### src/rtl/csr_pkg.sv
// Shared constants and state type for the machine-mode trap sequencer.
// CSR addresses, mstatus bit positions, interrupt cause codes, FSM states.
package csr_pkg;

  localparam logic [11:0] CSR_MSTATUS = 12'h300;
  localparam logic [11:0] CSR_MIE     = 12'h304;
  localparam logic [11:0] CSR_MTVEC   = 12'h305;
  localparam logic [11:0] CSR_MEPC    = 12'h341;
  localparam logic [11:0] CSR_MCAUSE  = 12'h342;

  localparam int MS_MIE  = 3;
  localparam int MS_MPIE = 7;
  localparam int MS_MPP_LO = 11;
  localparam int MS_MPP_HI = 12;

  localparam logic [4:0] IRQ_MSI = 5'd3;
  localparam logic [4:0] IRQ_MTI = 5'd7;
  localparam logic [4:0] IRQ_MEI = 5'd11;

  typedef enum logic [2:0] {
    ST_IDLE        = 3'd0,
    ST_WR_EPC      = 3'd1,
    ST_WR_CAUSE    = 3'd2,
    ST_WR_STATUS   = 3'd3,
    ST_MRET_STATUS = 3'd4,
    ST_REDIRECT    = 3'd5
  } trap_state_t;

endpackage

### src/rtl/trap_arbiter.sv
// Combinational priority pick: exception > MEI > MSI > MTI > MRET.
// Ports: requests + enables in; take/is_irq/is_mret/code out.
module trap_arbiter
  import csr_pkg::*;
(
  input  logic       exc_req,
  input  logic [4:0] exc_code,
  input  logic       mret_req,
  input  logic       irq_ext,
  input  logic       irq_sw,
  input  logic       irq_timer,
  input  logic       gie,
  input  logic       mie_ext,
  input  logic       mie_sw,
  input  logic       mie_timer,
  output logic       take,
  output logic       is_irq,
  output logic       is_mret,
  output logic [4:0] code
);

  logic e_ext;
  logic e_sw;
  logic e_tim;

  assign e_ext = gie & irq_ext & mie_ext;
  assign e_sw  = gie & irq_sw & mie_sw;
  assign e_tim = gie & irq_timer & mie_timer;

  always_comb begin
    take    = 1'b1;
    is_irq  = 1'b0;
    is_mret = 1'b0;
    code    = 5'd0;
    priority case (1'b1)
      exc_req: code = exc_code;
      e_ext: begin
        is_irq = 1'b1;
        code   = IRQ_MEI;
      end
      e_sw: begin
        is_irq = 1'b1;
        code   = IRQ_MSI;
      end
      e_tim: begin
        is_irq = 1'b1;
        code   = IRQ_MTI;
      end
      mret_req: is_mret = 1'b1;
      default:  take = 1'b0;
    endcase
  end

endmodule

### src/rtl/csr_trap_sequencer.sv
// Trap/MRET sequencer driving the CSR write port and fetch redirect.
// Ports: requests, irq lines, CSR values in; CSR write, stall, redirect out.
module csr_trap_sequencer
  import csr_pkg::*;
#(
  parameter int XLEN        = 32,
  parameter bit VECTORED_EN = 1'b1
) (
  input  logic            clk,
  input  logic            rst,
  input  logic            exc_req,
  input  logic [4:0]      exc_code,
  input  logic [XLEN-1:0] exc_pc,
  input  logic [XLEN-1:0] cur_pc,
  input  logic            mret_req,
  input  logic            irq_ext,
  input  logic            irq_sw,
  input  logic            irq_timer,
  input  logic [XLEN-1:0] mstatus_q,
  input  logic [XLEN-1:0] mie_q,
  input  logic [XLEN-1:0] mtvec_q,
  input  logic [XLEN-1:0] mepc_q,
  output logic [11:0]     csr_addr,
  output logic [XLEN-1:0] csr_wdata,
  output logic            csr_we,
  output logic            stall,
  output logic            trap_ack,
  output logic            redirect_valid,
  output logic [XLEN-1:0] redirect_pc
);

  trap_state_t state;

  logic            take;
  logic            is_irq;
  logic            is_mret;
  logic [4:0]      code;

  logic [XLEN-1:0] epc_r;
  logic [XLEN-1:0] cause_r;
  logic [XLEN-1:0] status_r;
  logic [XLEN-1:0] tvec_r;

  logic [XLEN-1:0] epc_in;
  logic [XLEN-1:0] tvec_base;
  logic [XLEN-1:0] tvec_off;
  logic [XLEN-1:0] trap_pc;
  logic            vec_hit;
  logic            unused_ok;

  assign unused_ok = ^mie_q;

  trap_arbiter u_arb (
    .exc_req   (exc_req),
    .exc_code  (exc_code),
    .mret_req  (mret_req),
    .irq_ext   (irq_ext),
    .irq_sw    (irq_sw),
    .irq_timer (irq_timer),
    .gie       (mstatus_q[MS_MIE]),
    .mie_ext   (mie_q[IRQ_MEI]),
    .mie_sw    (mie_q[IRQ_MSI]),
    .mie_timer (mie_q[IRQ_MTI]),
    .take      (take),
    .is_irq    (is_irq),
    .is_mret   (is_mret),
    .code      (code)
  );

  function automatic logic [XLEN-1:0] trap_status(
    input logic [XLEN-1:0] s
  );
    logic [XLEN-1:0] r;
    r = s;
    r[MS_MPIE] = s[MS_MIE];
    r[MS_MIE] = 1'b0;
    r[MS_MPP_HI:MS_MPP_LO] = 2'b11;
    return r;
  endfunction

  function automatic logic [XLEN-1:0] mret_status(
    input logic [XLEN-1:0] s
  );
    logic [XLEN-1:0] r;
    r = s;
    r[MS_MIE] = s[MS_MPIE];
    r[MS_MPIE] = 1'b1;
    r[MS_MPP_HI:MS_MPP_LO] = 2'b11;
    return r;
  endfunction

  // MRET reuses epc_r to hold the mepc snapshot.
  always_comb begin
    epc_in = exc_pc;
    if (is_mret)
      epc_in = mepc_q;
    else if (is_irq)
      epc_in = cur_pc;
    epc_in[1:0] = 2'b00;
  end

  assign tvec_base = {tvec_r[XLEN-1:2], 2'b00};
  assign tvec_off  = {{(XLEN-7){1'b0}}, cause_r[4:0], 2'b00};
  assign vec_hit   = VECTORED_EN && (tvec_r[1:0] == 2'b01)
                     && cause_r[XLEN-1];
  assign trap_pc   = vec_hit ? tvec_base + tvec_off : tvec_base;

  always_ff @(posedge clk or negedge rst) begin
    if (!rst) begin
      state          <= ST_IDLE;
      epc_r          <= '0;
      cause_r        <= '0;
      status_r       <= '0;
      tvec_r         <= '0;
      csr_addr       <= '0;
      csr_wdata      <= '0;
      csr_we         <= 1'b0;
      stall          <= 1'b0;
      trap_ack       <= 1'b0;
      redirect_valid <= 1'b0;
      redirect_pc    <= '0;
    end else begin
      csr_addr       <= '0;
      csr_wdata      <= '0;
      csr_we         <= 1'b0;
      trap_ack       <= 1'b0;
      redirect_valid <= 1'b0;
      redirect_pc    <= '0;
      case (state)
        ST_IDLE: begin
          stall <= 1'b0;
          if (take) begin
            epc_r    <= epc_in;
            cause_r  <= {is_irq, {(XLEN-6){1'b0}}, code};
            status_r <= mstatus_q;
            tvec_r   <= mtvec_q;
            stall    <= 1'b1;
            csr_we   <= 1'b1;
            if (is_mret) begin
              state     <= ST_MRET_STATUS;
              csr_addr  <= CSR_MSTATUS;
              csr_wdata <= mret_status(mstatus_q);
            end else begin
              state     <= ST_WR_EPC;
              csr_addr  <= CSR_MEPC;
              csr_wdata <= epc_in;
            end
          end
        end
        ST_WR_EPC: begin
          state     <= ST_WR_CAUSE;
          csr_we    <= 1'b1;
          csr_addr  <= CSR_MCAUSE;
          csr_wdata <= cause_r;
        end
        ST_WR_CAUSE: begin
          state     <= ST_WR_STATUS;
          csr_we    <= 1'b1;
          csr_addr  <= CSR_MSTATUS;
          csr_wdata <= trap_status(status_r);
        end
        ST_WR_STATUS: begin
          state          <= ST_REDIRECT;
          trap_ack       <= 1'b1;
          redirect_valid <= 1'b1;
          redirect_pc    <= trap_pc;
        end
        ST_MRET_STATUS: begin
          state          <= ST_REDIRECT;
          trap_ack       <= 1'b1;
          redirect_valid <= 1'b1;
          redirect_pc    <= epc_r;
        end
        ST_REDIRECT: begin
          state <= ST_IDLE;
          stall <= 1'b0;
        end
        default: begin
          state <= ST_IDLE;
          stall <= 1'b0;
        end
      endcase
    end
  end

endmodule

### config.mk
export PLATFORM = sky130hd
export DESIGN_NAME = csr_trap_sequencer
export DESIGN_NICKNAME = d
export VERILOG_FILES = /design/src/rtl/csr_pkg.sv /design/src/rtl/trap_arbiter.sv /design/src/rtl/csr_trap_sequencer.sv
export SDC_FILE = /design/constraint.sdc
export NUM_CORES = 1
export LEC_CHECK = 0
export BUFFER_PORTS_ARGS = -buffer_cell sky130_fd_sc_hd__buf_4
export CORE_MARGIN = 2
export CORE_UTILIZATION = 26
export CTS_CLUSTER_DIAMETER = 40
export DETAILED_ROUTE_END_ITERATION = 7
export HOLD_SLACK_MARGIN = 0.02
export PLACE_DENSITY_LB_ADDON = 0.2
export SYNTH_ARGS = -nofsm -noshare
export SYNTH_HDL_FRONTEND = slang
export SYNTH_SLANG_ARGS = --single-unit
### constraint.sdc
create_clock -name clk -period 2.4 [get_ports clk]
set_input_delay 0.24 -clock clk [delete_from_list [all_inputs] [get_ports clk]]
set_output_delay 0.24 -clock clk [all_outputs]
set_load 0.01 [all_outputs]
==> results.toml <==
[clock_network]
clock_latency_ps = 430
post_cts_buffers = 0
clk_pin_slew_worst_paths_ps = 70
numCtsBuffers = 17
cts_buffer_depth = 2
cts_tree = "done"
cts_sinks = 168
htreeDepth = 4
cts_root_buf = "clkbuf_16"

[timing]
slew_viol_final = 0
fmax_mhz = 466
clock_skew_ps = 16.3
hold_viol = 0
timing.final.crit_share = 0.894
tightestPinTransition_ps = 633
finalSetupViolCount = 0
slew_headroom = 0.578
fin_crit_ps = 2150
hold_ws_ps = 40.2
rsz0062_at_grt = "false"
setup_tns_ps = 0

[drt]
postRouteAntennaNets = 0
avgRoutedWirePerCell_um = 19.5
vias = 6069
routed_via_density = 4.71
drc = 0
first_pass_iters = 4
drt_iter0_drc = 433
finalWirelength_mm = 25.1

[layout]
fin_util = 0.367
final_common_cell = "buf_4"
fin_cells = 1289
syn_to_final_growth_pct = 37.9
layout_common_cells = "buf_4, dfrtp_1, nand2_1"
nets = 1103
antennaDiodeCount = 0
drive_above_1_share = 0.397

[die]
core_um2 = 28900
fp.dieH_um = 176
fp.dieW_um = 176
rows = 62
start_util = 0.266
dieArea_um2 = 30900
ios = 284

[placed_design]
gp_congestion = 0.795
numPortBuffers = 237
dp_hpwl_mm = 18.8
dp_cells = 1256

[setup_path]
required_ps = 2760
crit_type = "flop to flop"
ff2ff_path_depth = 7
rr_endpoint = "redirect_pc[31]"
r2r_slack_ps = 250
critPathArrivalTime_ps = 2500
cp_max_fo = 13
cp-startpoint = "cause_r[2]"
reg2reg_from = "cause_r[2]"
start_kind = "flop"
crit_path_end_kind = "flop"

[logic_synthesis]
synth_ff_type = "dfrtp_1"
synth_edf_count = 0
yosysWarnings = 0
synth_largest_area_cell = "dfrtp_1"
ys_ff_latch = 168
synthCells = 665
synth_area_per_cell_um2 = 11.5
syn_area_um2 = 7680
synth_area_leaders = "dfrtp_1, mux2_2, a221o_1, nand2_1, nand3b_1"
yosysUniqueCellTypes = 54
netlist.area_leader.share = 0.547
async_flop_share = 1.00
seq_area_frac_synth = 0.547

[pwr]
total_power_mw = 13.1
p_leak_nw = 4.84
p_per_area_nw_per_um2 = 1230
peakVddDrop_v = 0.000447

[global_route]
gr-usage-all-layers = 0.165
grt_pass1_wl_mm = 38.3
overflow = 0
grt_max_degree = 70
first_global_vias = 6299
antenna_found_initial = 0

[min_path]
min_path_cells = 2
min_to = "epc_r[4]"
min_from = "mepc_q[4]"
hold_path_class = "primary input to flop"

[status]
status = "completed"

[flow_run]
maxCapViolCount = 0
worst max-delay path by stage:
| stage | cells past startpoint | end | slack (ps) |
|---|---|---|---|
| detailed placement | 7 | redirect_pc[14] | 50 |
| finish | 7 | redirect_pc[31] | 250 |
| floorplan | 8 | redirect_pc[26] | 390 |
| global placement | 7 | redirect_pc[14] | 50 |
| CTS | 7 | redirect_pc[14] | 30 |
| global route | 7 | redirect_pc[14] | 70 |
final cells by class:
cell class	instances	area, µm²
multi-input cells	441	3210
repair buffers	260	2050
inverters	5	18.8
clock buffers	22	464
well taps	384	480
fillers	2967	18300
clock inverters	9	165
flip-flops and latches	168	4200
cells in the mapped netlist, drive strengths merged, types with 2 or more instances:
library cell / instances
a222oi: 6
nor4: 2
clkbuf: 26
nor2b: 4
nand4b: 2
nand3: 10
inv: 5
buf: 33
xor2: 22
a221o: 51
nor2: 13
or2: 5
dfrtp: 168
nand3b: 28
nand2b: 7
a21oi: 36
ha: 5
nand2: 69
nor3: 9
o21ai: 42
o211ai: 4
nand4: 12
and3: 4
o31ai: 6
o22ai: 5
o2111ai: 5
mux2: 61
mux2i: 2
xnor2: 4
report_power, final:
group | switching (mW) | leakage, nW | total [mW] | internal (mW)
sequential | 0.938 | 2.11 | 5.09 | 4.15
clock | 1.18 | 0.303 | 2.99 | 1.81
combinational | 2.43 | 2.43 | 5.00 | 2.56
metal layers:
metal	global-route usage	wire, µm	up-vias
met5	0	0	-
met4	0.0306	203	0
met3	0.0463	1450	15
met2	0.252	11400	169
met1	0.234	12000	2985
li1	-	-	2900
sequential cells by signal, indices dropped and copies added, names as in the netlist:
name            flops
tvec_r             32
status_r           29
csr_wdata          32
csr_addr            4
state               3
redirect_valid      1
redirect_pc        30
stall               1
epc_r              30
cause_r             6
critical path, stage by stage (launching register included):
cell and delay, ps:
dfrtp_1 430, ha_1 380, o21ai_0 100, o21ai_0 300, buf_12 180, nand3_1 90
or4_1 480, nand3_1 120
kinds of logic after synthesis:
logic type / share of synthesized area
AOI/OAI and AO/OA: 0.159
DFF: 0.547
and+or+nand+nor: 0.120
buffers and inverters: 0.0412
xor gates and xnor gates: 0.0297
other: 0.000488
adders and majority gates: 0.0108
muxes: 0.0920
metrics by stage:
stage,area (µm²),setup slack (ps)
final,10600,255
after global routing,10600,67.8
after floorplan,7710,388
after CTS,10600,30.5
after detailed placement,9940,47.8
after global placement,9940,50.2
what timing repair did:
| action | in CTS | in global routing |
|---|---|---|
| hold endpoints to repair | 53 | 0 |
| hold buffers | 2 | 0 |
| endpoints found under the setup margin | 0 | 12 |
| resized for setup | 0 | 3 |
Power figures use the tool's default switching activity.
